$ cat config.mk
export PLATFORM = sky130hd
export DESIGN_NAME = regfile_wb_arbiter_flat
export DESIGN_NICKNAME = d
export VERILOG_FILES = /design/src/rtl/regfile_wb_arbiter_if.sv /design/src/rtl/regfile_wb_arbiter.sv /design/src/flat_wrapper.sv
export SDC_FILE = /design/constraint.sdc
export NUM_CORES = 1
export LEC_CHECK = 0
export CAP_MARGIN = 15
export CORE_MARGIN = 1.5
export CORE_UTILIZATION = 36
export DETAILED_ROUTE_END_ITERATION = 7
export GPL_TIMING_DRIVEN = 0
export PLACE_DENSITY = 0.74
export SYNTH_ARGS = -nofsm -noshare
export SYNTH_HDL_FRONTEND = slang
export SYNTH_SLANG_ARGS = --single-unit
$ cat constraint.sdc
create_clock -name clk -period 2 [get_ports clk]
set_clock_uncertainty 0.05 [all_clocks]
set_input_delay 0.2 -clock clk [delete_from_list [all_inputs] [get_ports clk]]
set_output_delay 0.2 -clock clk [all_outputs]
set_load 0.05 [all_outputs]
$ cat src/rtl/regfile_wb_arbiter_if.sv
// Write-request handshake bundle between the two write-back sources (ALU, memory)
// and the register-file write-back arbiter.
interface regfile_wb_arbiter_if #(
    parameter int DATA_W = 32,
    parameter int ADDR_W = 5
);
    // valid/ready: a request transfers on a cycle where valid && ready; the source
    // must hold rd/data stable while valid && !ready, and ready never looks at its own valid.
    logic              a_valid;
    logic              a_ready;
    logic [ADDR_W-1:0] a_rd;
    logic [DATA_W-1:0] a_data;
    logic              m_valid;
    logic              m_ready;
    logic [ADDR_W-1:0] m_rd;
    logic [DATA_W-1:0] m_data;

    modport master (
        output a_valid, a_rd, a_data, m_valid, m_rd, m_data,
        input  a_ready, m_ready
    );

    modport slave (
        input  a_valid, a_rd, a_data, m_valid, m_rd, m_data,
        output a_ready, m_ready
    );
endinterface

$ cat src/rtl/regfile_wb_arbiter.sv
// Owns the register file write port: clears x1..x(NREG-1) after reset, then
// round-robins ALU and memory write-backs onto a registered write port.
module regfile_wb_arbiter #(
    parameter int DATA_W = 32,
    parameter int ADDR_W = 5,
    parameter int NREG   = 32
) (
    input  logic                clk,
    input  logic                rst_n,
    regfile_wb_arbiter_if.slave wb,
    output logic                reg_write,
    output logic [ADDR_W-1:0]   rd,
    output logic [DATA_W-1:0]   write_data,
    output logic                init_busy,
    output logic [1:0]          dbg_state
);

    typedef enum logic {ST_INIT = 1'b0, ST_RUN = 1'b1} state_t;
    typedef enum logic {PRIO_A = 1'b0, PRIO_M = 1'b1} prio_t;

    state_t            state, state_nxt;
    prio_t             prio, prio_nxt;
    logic [ADDR_W-1:0] cnt, cnt_nxt;
    logic              reg_write_nxt;
    logic [ADDR_W-1:0] rd_nxt;
    logic [DATA_W-1:0] write_data_nxt;
    logic              a_fire, m_fire;

    always_ff @(posedge clk or negedge rst_n) begin
        if (!rst_n) begin
            state      <= ST_INIT;
            prio       <= PRIO_A;
            cnt        <= ADDR_W'(1);
            reg_write  <= 1'b0;
            rd         <= '0;
            write_data <= '0;
        end else begin
            state      <= state_nxt;
            prio       <= prio_nxt;
            cnt        <= cnt_nxt;
            reg_write  <= reg_write_nxt;
            rd         <= rd_nxt;
            write_data <= write_data_nxt;
        end
    end

    always_comb begin
        state_nxt      = state;
        prio_nxt       = prio;
        cnt_nxt        = cnt;
        reg_write_nxt  = 1'b0;
        rd_nxt         = rd;
        write_data_nxt = write_data;
        wb.a_ready     = 1'b0;
        wb.m_ready     = 1'b0;
        a_fire         = 1'b0;
        m_fire         = 1'b0;

        case (state)
            ST_INIT: begin
                reg_write_nxt  = 1'b1;
                rd_nxt         = cnt;
                write_data_nxt = '0;
                cnt_nxt        = cnt + 1'b1;
                if (cnt == ADDR_W'(NREG - 1)) state_nxt = ST_RUN;
            end
            ST_RUN: begin
                // Only the prioritised source can block the other, so grants are exclusive.
                wb.a_ready = !(wb.m_valid && prio == PRIO_M);
                wb.m_ready = !(wb.a_valid && prio == PRIO_A);
                a_fire     = wb.a_valid && wb.a_ready;
                m_fire     = wb.m_valid && wb.m_ready;
                if (a_fire) begin
                    reg_write_nxt  = (wb.a_rd != '0);
                    rd_nxt         = wb.a_rd;
                    write_data_nxt = wb.a_data;
                    prio_nxt       = PRIO_M;
                end else if (m_fire) begin
                    reg_write_nxt  = (wb.m_rd != '0);
                    rd_nxt         = wb.m_rd;
                    write_data_nxt = wb.m_data;
                    prio_nxt       = PRIO_A;
                end
            end
        endcase
    end

    assign init_busy = (state == ST_INIT);
    assign dbg_state = {prio, state};

endmodule
$ cat src/flat_wrapper.sv
// flat-port wrapper written by rule: the top's interface ports become plain ports
module regfile_wb_arbiter_flat 
#(
    parameter int DATA_W = 32,
    parameter int ADDR_W = 5,
    parameter int NREG   = 32
)
  (clk, rst_n, reg_write, rd, write_data, init_busy, dbg_state, wb_a_valid, wb_a_rd, wb_a_data, wb_m_valid, wb_m_rd, wb_m_data, wb_a_ready, wb_m_ready);
  regfile_wb_arbiter_if #(.DATA_W(DATA_W), .ADDR_W(ADDR_W)) wb_i ();
  input  logic clk;
  input  logic rst_n;
  output logic reg_write;
  output logic [ADDR_W-1:0] rd;
  output logic [DATA_W-1:0] write_data;
  output logic init_busy;
  output logic [1:0] dbg_state;
  input wire logic [$bits(wb_i.a_valid)-1:0] wb_a_valid;
  input wire logic [$bits(wb_i.a_rd)-1:0] wb_a_rd;
  input wire logic [$bits(wb_i.a_data)-1:0] wb_a_data;
  input wire logic [$bits(wb_i.m_valid)-1:0] wb_m_valid;
  input wire logic [$bits(wb_i.m_rd)-1:0] wb_m_rd;
  input wire logic [$bits(wb_i.m_data)-1:0] wb_m_data;
  output wire logic [$bits(wb_i.a_ready)-1:0] wb_a_ready;
  output wire logic [$bits(wb_i.m_ready)-1:0] wb_m_ready;
  assign wb_i.a_valid = wb_a_valid;
  assign wb_i.a_rd = wb_a_rd;
  assign wb_i.a_data = wb_a_data;
  assign wb_i.m_valid = wb_m_valid;
  assign wb_i.m_rd = wb_m_rd;
  assign wb_i.m_data = wb_m_data;
  assign wb_a_ready = wb_i.a_ready;
  assign wb_m_ready = wb_i.m_ready;
  regfile_wb_arbiter #(.DATA_W(DATA_W), .ADDR_W(ADDR_W), .NREG(NREG)) u_core (.clk(clk), .rst_n(rst_n), .wb(wb_i), .reg_write(reg_write), .rd(rd), .write_data(write_data), .init_busy(init_busy), .dbg_state(dbg_state));
endmodule
==> implementation parameters <==
Parameter                              Value

Critical path
  Critical Path Sink Type ... primary output
  Capture instance of the worst register-to-register path ... u_core.write_data[12]$_DFFE_PN0P_
  Critical Path Max Stage Delay ... 780 ps
  Reg-to-reg slack, setup ... 390 ps
  Critical-path top delay cell ... clkdlybuf4s50_1
  Required time of the critical path ... 1750 ps
  Startpoint types ... flip-flop
  Arrival @ worst endpoint ... 1640 ps
  Critical path type ... flip-flop to primary output
  Critical path buffers and inverters ... 2
  CP Max Fanout ... 6
  Number of cells on the worst reg-to-reg path ... 4
  Startpoint of the most critical register-to-register path ... u_core.state$_DFF_PN0_
  Delay-heaviest family, CP ... buffers and inverters
  Critical path cell sequence ... buf_4 > clkdlybuf4s50_1

Final layout
  Commonest cells after routing, fill and taps aside ... clkdlybuf4s50_1, dfrtp_1, a221o_1, and2_1
  Fraction of final layout cells sized beyond drive strength 1 ... 0.1133
  Final design utilization ... 0.6330
  Antenna diode count ... 0
  Post-Layout Cell Count ... 372
  Area Growth Syn to Fin ... 66.86%
  Number of fill cells ... 472
  Combined flip-flop and latch cell area ... 1127 um2
  Total non-filler cell area in the finished layout ... 3528 um2
  Number of nets in the layout ... 379
  Most common library cell in the layout ignoring fill and taps ... clkdlybuf4s50_1
  Area occupied by multi-input gates ... 842.1 um2

Power
  Switching Power ... 905.7 uW
  Design internal power ... 1841 uW
  Net switching fraction of the power ... 0.3298
  Combinational share of power ... 0.359
  Power per Cell Area ... 778.4 nW/um2
  Leak ... 0.001490 uW
  Peak supply drop ... 0.0004446 V
  Part of the power in registers ... 0.385
  Clock network fraction of total power ... 0.255

Yosys
  Asr flop ratio synth ... 1.000
  Number of instances in the synthesized netlist ... 172
  Adder and majority gate portion of the synthesized area ... 0.01183
  Number of storage elements in the synthesis netlist ... 45
  Mapped Avg Cell Area ... 12.29 um2
  EDFF count, synth ... 0
  Simple-gate share of the synthesized area ... 0.1521
  Synth warn ... 0
  Mux cell area share after synthesis ... 0.01065
  Area of the mapped netlist ... 2115 um2
  Mapped Nets ... 252
  Combinational family with the most area after synthesis ... compound AO/OA/AOI/OAI gates
  Share of synthesized area occupied by flip-flops and latches ... 0.5331
  Fraction of the mapped netlist area in compound gates ... 0.2112
  Most frequently used flop master after synthesis ... dfrtp_1
  Xor-xnor portion of the synthesized cell area ... 0.01243
  Number of distinct library cells after synthesis ... 29

Placement
  DP Wirelength ... 4.540 mm
  Count of placed standard cells including taps ... 363
  Total cell area at the placement stage ... 3401 um2
  Gp weighted congestion ... 0.7929
  Port buffer count ... 118

Drt
  Pre-Repair DR Iteration Count ... 6
  Total via count after detailed routing ... 1906
  Antenna violation net count after detailed routing ... 0
  Vias/cell ... 5.124
  Post-route DRC ... 0
  Post-Route WL ... 5.896 mm
  Routed wire length per instance ... 15.85 um
  Detailed router's first-iteration violation count ... 116

Floorplanning
  Die X-Extent ... 79.64 um
  Die boundary height ... 79.64 um
  Standard-cell row count ... 27
  Full die area ... 6343 um2
  Number of ports placed on the die boundary ... 121
  Core region area ... 5574 um2
  Initial core utilization ... 0.3793

Timing
  Slew margin rel. ... 0.6448
  Worst-Margin Slew ... 531.1 ps
  Number of failing setup endpoints in the final timing report ... 0
  Fmax ... 528.8 MHz
  Max-slew violation count ... 0
  Fin crit share ... 0.9455
  Minimum clock period after layout ... 1891 ps
  Number of hold-slack violations in the final timing report ... 0
  Setup TNS after final layout ... 0 ps
  Unrepaired setup endpoints after global routing ... false
  Worst Hold Slack ... 110.1 ps

Run
  # Max-Cap Violations ... 0

Clocking
  CTS tree ... done
  Worst-Skew Late Latency ... 280 ps
  H-Tree Level Count ... 2
  Clock buffers created by TritonCTS ... 5
  Clock Path Buffers ... 2
  Master cell of the clock root buffer ... clkbuf_8
  Reg clk slew, reported paths ... 80 ps
  Number of clock sinks ... 45

Hold path
  Depth of the worst hold-timing path ... 2
  Hold/Removal Path Class ... input pin to flip-flop
  Worst Hold End ... u_core.prio$_DFFE_PN0P_
  Startpoint of the lowest-slack hold path ... wb_m_valid

Global route
  Largest net degree at the start of global routing ... 27
  Number of global-route vias before repair ... 1953
  Total congestion overflow ... 0
  Antenna violations before repair ... 0
  Overall routing resource usage ... 0.1925
  Global-route wire length before repair ... 9.411 mm

Run status
  Result of the run ... finished, final reports clean
==> flip-flops by register name (all words and copies together), names as in the netlist <==
register           count
u_core.prio            1
u_core.reg_write       1
u_core.state           1
u_core.write_data     32
u_core.cnt             5
u_core.rd              5
==> how the worst max path moves through the flow <==
stage | startpoint | to | slack, ps | cells after the start
global placement | rst_n | u_core.write_data[18]$_DFFE_PN0P_ | -540 | 1
global route | u_core.state$_DFF_PN0_ | wb_m_ready | 30 | 4
CTS | u_core.state$_DFF_PN0_ | wb_a_ready | 70 | 4
floorplan | u_core.state$_DFF_PN0_ | wb_a_ready | 140 | 3
detailed placement | u_core.state$_DFF_PN0_ | wb_m_ready | -30 | 4
finish | u_core.prio$_DFFE_PN0P_ | dbg_state[1] | 110 | 2
==> cell families (layout without fill, tap and decap cells) <==
| kind of cell | after synthesis | after routing |
|---|---|---|
| xor gates and xnor gates | 3 | 3 |
| DFF | 45 | 45 |
| AOI/OAI and AO/OA | 48 | 48 |
| adders and majority gates | 2 | 2 |
| and+or+nand+nor | 50 | 50 |
| buffers and inverters | 22 | 150 |
| muxes | 2 | 2 |
==> power by group through the flow <==
stage	clock network [uW]	registers [uW]	logic, uW
floorplan	0	1400	228
global placement	0	1070	982
detailed placement	0	1070	998
CTS	722	1060	997
global route	766	1070	1040
finish	701	1060	987
==> layer usage <==
metal	routed length, um	up-vias	track usage
li1	-	905	-
met1	2558	904	0.2525
met2	2734	89	0.3034
met3	506	8	0.05829
met4	97	0	0.06140
met5	0	-	0
==> what timing repair did <==
action,4_1_cts,5_1_grt
endpoints found under the setup margin,3,2
resized for setup,5,3
hold endpoints to repair,19,0
cloned,0,0
hold buffers,1,0
buffers inserted,0,0
==> worst reg2reg max path, stage by stage, from the launching register on <==
cell and delay (ps):
dfrtp_1 380, nor3b_2 420, clkbuf_1 390, and2_1 200, a221o_1 110
==> stage by stage <==
step	setup slack (ps)	total power, uW
global placement	-544.5	2056
global route	25.18	2876
CTS	69.90	2777
detailed placement	-32.16	2069
finish	109.1	2746
floorplan	137.8	1633
==> final cells by class <==
class,instances,share of cell area
clock buffer,6,0.02340
buffer,17,0.03652
clock inverter,2,0.01064
tap,72,0.02553
sequential,45,0.3195
inverter,5,0.005319
multi-input combinational,105,0.2387
timing repair buffer,120,0.3404
==> Yosys cell counts (2+ instances only) <==
master    number  area, um2
buf_6          6      67.56
mux2_2         2      22.52
a21oi_1        3      15.01
dfrtp_1       44       1101
and2_1        33      206.5
or4_1          2      15.01
clkbuf_1       3      11.26
buf_2          5      25.02
a221o_1       37      370.4
inv_1          5      18.77
o32ai_1        4      35.03
nand2_1        4      15.01
ha_1           2      25.02
and3_1         2      12.51
xnor2_1        3      26.28
nor2b_1        2      12.51
buf_4          3      22.52
(Power assumes the default switching activity.)
==> variant 1: new RTL, config.mk and constraints unchanged <==
`DATA_W` is set to 32 in 3 places; all go to 48.
--- a/src/rtl/regfile_wb_arbiter_if.sv
+++ b/src/rtl/regfile_wb_arbiter_if.sv
@@ -3,3 +3,3 @@
 interface regfile_wb_arbiter_if #(
-    parameter int DATA_W = 32,
+    parameter int DATA_W = 48,
     parameter int ADDR_W = 5
--- a/src/rtl/regfile_wb_arbiter.sv
+++ b/src/rtl/regfile_wb_arbiter.sv
@@ -3,3 +3,3 @@
 module regfile_wb_arbiter #(
-    parameter int DATA_W = 32,
+    parameter int DATA_W = 48,
     parameter int ADDR_W = 5,
--- a/src/flat_wrapper.sv
+++ b/src/flat_wrapper.sv
@@ -3,3 +3,3 @@
 #(
-    parameter int DATA_W = 32,
+    parameter int DATA_W = 48,
     parameter int ADDR_W = 5,
Ports: changed (resized wb_a_data, wb_m_data and write_data); port bits go from 121 to 169. No check against the original RTL was run, so the function may have changed too.
==> variant 1 against the original RTL <==
  * Sequential cell count grew 16
  * Wire length grew 47%
  * Final area is 37% higher
  * Worst setup slack worse by 0.023 ns
  * Count of clock-buffer cells in the layout up 9
  * Power is 41% higher
  * Combinational power grew 40%
  * Area after synthesis rose by 34%
==> variant 1: results (changes against the original RTL) <==
- The run finished with clean final reports.
- The worst slack after detailed placement is -0.0532 ns (-0.0211 ns).
- The xor and xnor fraction of the mapped netlist area is 0.930% (-0.31 points).
- The final routed wirelength across all metal layers is 8680 µm (+47%).
- The number of port buffers is 166 (+41%).
- Of all cell types, the one taking the most synthesized area is sky130_fd_sc_hd__dfrtp_1.
- The adder-cell share of the synthesized area is 0.886% (-0.30 points).
- The ratio of cells with drive above 1 in the final layout is 11.0% (-0.36 points).
- The global-route wire length before repair came to 14,100 µm (+49%).
- The iteration count of the initial detailed-routing pass is 4 (-2).
- The data arrival time at the worst-slack endpoint is 1.66 ns (+0.02 ns).
- The number of warning messages in the yosys log came to 0 (unchanged).
- The peak ir drop on the vdd network is 0.449 mV (+0.98%).
- The total vias in the final route is 2,591 (+36%).
- The maximum single-stage delay on the critical path is 0.78 ns (about the same).
- The share of flip-flops with an asynchronous set or reset after synthesis is 100% (unchanged).
- The maximum number of pins on one net before global-route repair came to 37 (+37%).
- The cell area after placement is 4630 µm² (+36%).
- The instance count of the mapped netlist was 226 (+31%).
- The insertion delay of the later-clocked pin in the worst-skew pair is 0.32 ns (+0.04 ns).
- The number of distinct library cell variants in the gate-level netlist after synthesis is 29 (unchanged).
- The number of inserted diodes is 0 (unchanged).
- The detailed placement HPWL came to 6400 µm (+41%).
- The largest fanout on the critical path is 6 (unchanged).
- The net count after synthesis came to 338 (+34%).
- The number of buffers created by CTS is 9 (+4).
- The commonest cells after synthesis are sky130_fd_sc_hd__dfrtp_1, sky130_fd_sc_hd__a221o_1, sky130_fd_sc_hd__and2_1, sky130_fd_sc_hd__buf_6, sky130_fd_sc_hd__buf_2.
- The proportion of synthesized area in mux cells is 0.797% (-0.27 points).
- The leakage dissipation is 2.04 nW (+37%).
- The number of cells after detailed placement is 495 (+36%).
- The largest registers in the layout are u_core.write_data (48), u_core.cnt (5), u_core.rd (5).
- The share of the yosys chip area belonging to registers was 54.1% (+0.76 points).
- The post-CTS setup buffer count is 0 (unchanged).
- The level count of the clock H-tree was 3 (+1).
- The routability-driven placement congestion ratio came to 0.819 (+3.3%).
- The library cell used as clock root buffer is sky130_fd_sc_hd__clkbuf_8.
- The number of global-route vias before repair is 2,762 (+41%).
- In the post-synthesis netlist, the biggest area contributors are sky130_fd_sc_hd__dfrtp_1, sky130_fd_sc_hd__a221o_1, sky130_fd_sc_hd__and2_1, sky130_fd_sc_hd__buf_6, sky130_fd_sc_hd__buf_2.
- The largest buffer count on any clock path came to 2 (unchanged).
- Clock-pin slew was measured on the worst setup and hold paths at 0.07 ns.
- The synthesized-area fraction occupied by ao, oa, aoi and oai cells was 21.5% (+0.35 points).
- The number of nets in the layout is 517 (+36%).
- The per-cell via count in the routed design was 5.06 (-1.2%).
- In this run the worst hold path is classified as in2reg.
- For this design, the slowest cell found on the critical path is sky130_fd_sc_hd__clkdlybuf4s50_1.
- The initial antenna violation count is 0 (unchanged).
- The starting DRC count in detailed routing came to 50 (-57%).
- The total track usage is 21.4% (+2.2 points).
- The slew at the pin with the worst max-slew slack is 0.852 ns (+0.321 ns).
[variant 1: critical path: cells and delay by family (launching register included)]
kind / cells / cell delay [ns]
DFF: 1 / 0.43
buffers and inverters: 2 / 0.91
[variant 1: routing by layer]
layer	track usage (%)	up-vias	part of all wire, %	routed length [µm]
met1	27.7	1256	43	3750
met2	35.0	113	49	4220
li1	-	1212	-	-
met4	7.81	0	1.4	121
met3	4.94	10	6.7	583
met5	0	-	0	0
[variant 1: layout make-up]
| class | instances | area, µm² |
|---|---|---|
| multi-input combinational | 137 | 1110 |
| fill | 609 | 2830 |
| inverter | 5 | 18.8 |
| sequential | 61 | 1530 |
| clock inverter | 1 | 5.00 |
| tap | 102 | 128 |
| clock buffer | 15 | 186 |
| timing repair buffer | 168 | 1680 |
| buffer | 23 | 175 |
[variant 1: final timing paths]
kind | from | to | slack (ns) | depth (start not counted)
worst max register to register | u_core.state | u_core.write_data[21] | 0.40 | 5
max in group asynchronous | rst_n | u_core.write_data[10] | 0.79 | 3
worst min register to register | u_core.cnt[3] | u_core.cnt[3] | 0.45 | 1
worst min-delay path | wb_m_valid | u_core.prio | 0.09 | 2
min in group asynchronous | rst_n | u_core.cnt[1] | 0.47 | 2
worst max-delay path | u_core.prio | dbg_state[1] | 0.09 | 2
[variant 1: what timing repair did]
| item | CTS | global route |
|---|---|---|
| setup endpoints to repair | 3 | 2 |
| hold endpoints to repair | 34 | 0 |
| pin swaps | 0 | 0 |
| hold buffers | 1 | 0 |
| gates resized for setup | 5 | 5 |
[variant 1: where the power goes]
part           leakage (nW)  switching [mW]  total (mW)  internal (mW)
registers             0.740          0.0707        1.44           1.37
clock network        0.0997           0.455        1.04          0.586
logic                  1.20           0.783        1.38          0.598
total                  2.04            1.31        3.86           2.55
==> variant 2: new RTL, same settings <==
Made on the original files. Register the output `dbg_state`, with the module's reset; this adds one clock of latency there. The other outputs are not delayed to match.
--- a/src/rtl/regfile_wb_arbiter.sv
+++ b/src/rtl/regfile_wb_arbiter.sv
@@ -88,3 +88,9 @@
     assign init_busy = (state == ST_INIT);
-    assign dbg_state = {prio, state};
+    always_ff @(posedge clk or negedge rst_n) begin
+        if (!rst_n) begin
+            dbg_state <= '0;
+        end else begin
+            dbg_state <= {prio, state};
+        end
+    end
 
Check against the original RTL: no difference found for any inputs over 10 cycles, from zero or initial values and one cycle with rst_n low; that may be too few to reach the edited logic, so the function may still have changed.
==> variant 2 against the original RTL <==
  * Final area rose by 0.11%
  * Area after synthesis rose by 1.9%
  * Sequential power rose by 4%
  * Power fell by 3.7%
  * Wire length grew 3.1%
  * Hold slack got worse by 0.0084 ns
  * Sequential cell count grew 2
  * Core utilization down 0.69 points
  * Worst setup slack better by 0.015 ns
  * Largest power group unchanged
==> variant 2: results (changes against the original RTL) <==
- The terminus of the critical flop-to-flop path is u_core.write_data[29].
- The slew at the pin with the worst max-slew slack came to 0.524 ns (-0.00743 ns).
- The cell area after placement was 3440 µm² (+1.2%).
- The average wire per standard cell is 16.3 µm (+3.1%).
- The adder-cell share of the synthesized area came to 1.16% (-0.022 points).
- The flow ran to the end, and the final reports show no timing, DRC or antenna violations.
- The standard cell with the maximum stage delay on the critical path is sky130_fd_sc_hd__dfrtp_1.
- The final routed wirelength across all metal layers came to 6080 µm (+3.1%).
- The launch point of the worst reg-to-reg path is u_core.prio.
- The most critical setup path has its startpoint at u_core.state.
- The number of distinct library cell variants in the gate-level netlist after synthesis was 28 (-3.4%).
- The maximum number of pins on one net before global-route repair is 34 (+26%).
- The routability-driven placement congestion ratio was 0.744 (-6.1%).
- The path depth of the worst reg2reg path is 5 (+1).
- The synthesized-area fraction occupied by ao, oa, aoi and oai cells is 20.7% (-0.39 points).
- The detailed placement HPWL is 4490 µm (-1.0%).
- The iteration count of the initial detailed-routing pass is 4 (-2).
- The total track usage is 19.0% (-0.23 points).
- The maximum single-stage delay on the critical path was 0.38 ns (-0.40 ns).
- The peak ir drop on the vdd network is 0.328 mV (-26%).
- The largest fanout on the critical path was 10 (+4).
- The leakage dissipation was 1.49 nW (+0.23%).
- The starting DRC count in detailed routing is 66 (-43%).
- The xor and xnor fraction of the mapped netlist area was 1.22% (-0.023 points).
- The global-route wire length before repair was 9430 µm (+0.22%).
- The share of the yosys chip area belonging to registers was 54.6% (+1.3 points).
- By count the netlist is led by sky130_fd_sc_hd__dfrtp_1, sky130_fd_sc_hd__a221o_1, sky130_fd_sc_hd__and2_1, sky130_fd_sc_hd__buf_6.
- The ratio of cells with drive above 1 in the final layout is 10.3% (-1.0 points).
- The mean instance size in the synthesized netlist is 12.5 µm² (+1.9%).
- By area the synthesized netlist is led by sky130_fd_sc_hd__dfrtp_1, sky130_fd_sc_hd__a221o_1, sky130_fd_sc_hd__and2_1, sky130_fd_sc_hd__buf_6, sky130_fd_sc_hd__o32ai_1.
- The total vias in the final route is 1,914 (+0.42%).
- The proportion of synthesized area in mux cells was 1.05% (-0.020 points).
## variant 2: area by class of cell
cell class	count	area (µm²)
flip-flops and latches	47	1180
inverters	5	18.8
well taps	72	90.1
clock buffers	5	68.8
repair buffers	120	1200
multi-input cells	105	840
plain buffers	15	121
clock inverters	3	15.0
fillers	478	2110
## variant 2: worst max path at each step
stage	slack, ns	end
after floorplan	0.14	wb_a_ready
after global placement	-0.69	u_core.write_data[2]
after detailed placement	-0.02	wb_m_ready
after CTS	0.08	wb_m_ready
after global routing	0.02	wb_m_ready
final	0.12	wb_m_ready
## variant 2: logic make-up after synthesis
kind of cell	count (synthesis)
buf+inv	20
fa+ha+maj	2
xor+xnor	3
simple gates	50
mux	2
compound gates	48
flops	47
## variant 2: where the power goes
| group | total, mW | internal (mW) | switching, mW |
|---|---|---|---|
| registers | 1.10 | 1.05 | 0.0498 |
| clock network | 0.555 | 0.240 | 0.315 |
| logic | 0.992 | 0.429 | 0.563 |
## variant 2: what timing repair did
action,in CTS,in global routing
hold buffers,1,0
gates cloned,0,0
resized for setup,5,3
setup endpoints to repair,3,2
endpoints found under the hold margin,14,0
## variant 2: metrics by stage
step	setup TNS [ns]	utilization [%]	setup slack, ns	hold slack (ns)
finish	0	62.6	0.124	0.102
global route	0	62.6	0.0211	0.109
CTS	0	62.6	0.0760	0.0891
detailed placement	-0.0202	61.0	-0.0202	0.0828
global placement	-31.75	60.7	-0.688	0.344
floorplan	0	-	0.143	-0.146
## variant 2: worst max-delay path: cells and delay by family (launching register included)
kind / cells / cell delay (ns)
DFF: 1 / 0.38
and+or+nand+nor: 1 / 0.14
buffers and inverters: 3 / 0.80
## variant 2: routing by layer
metal	track usage (%)	part of all wire (%)	wire (µm)
met1	25.3	44	2680
met2	29.8	45	2750
met3	6.70	9.7	592
met4	4.14	0.86	52
met5	0	0	0
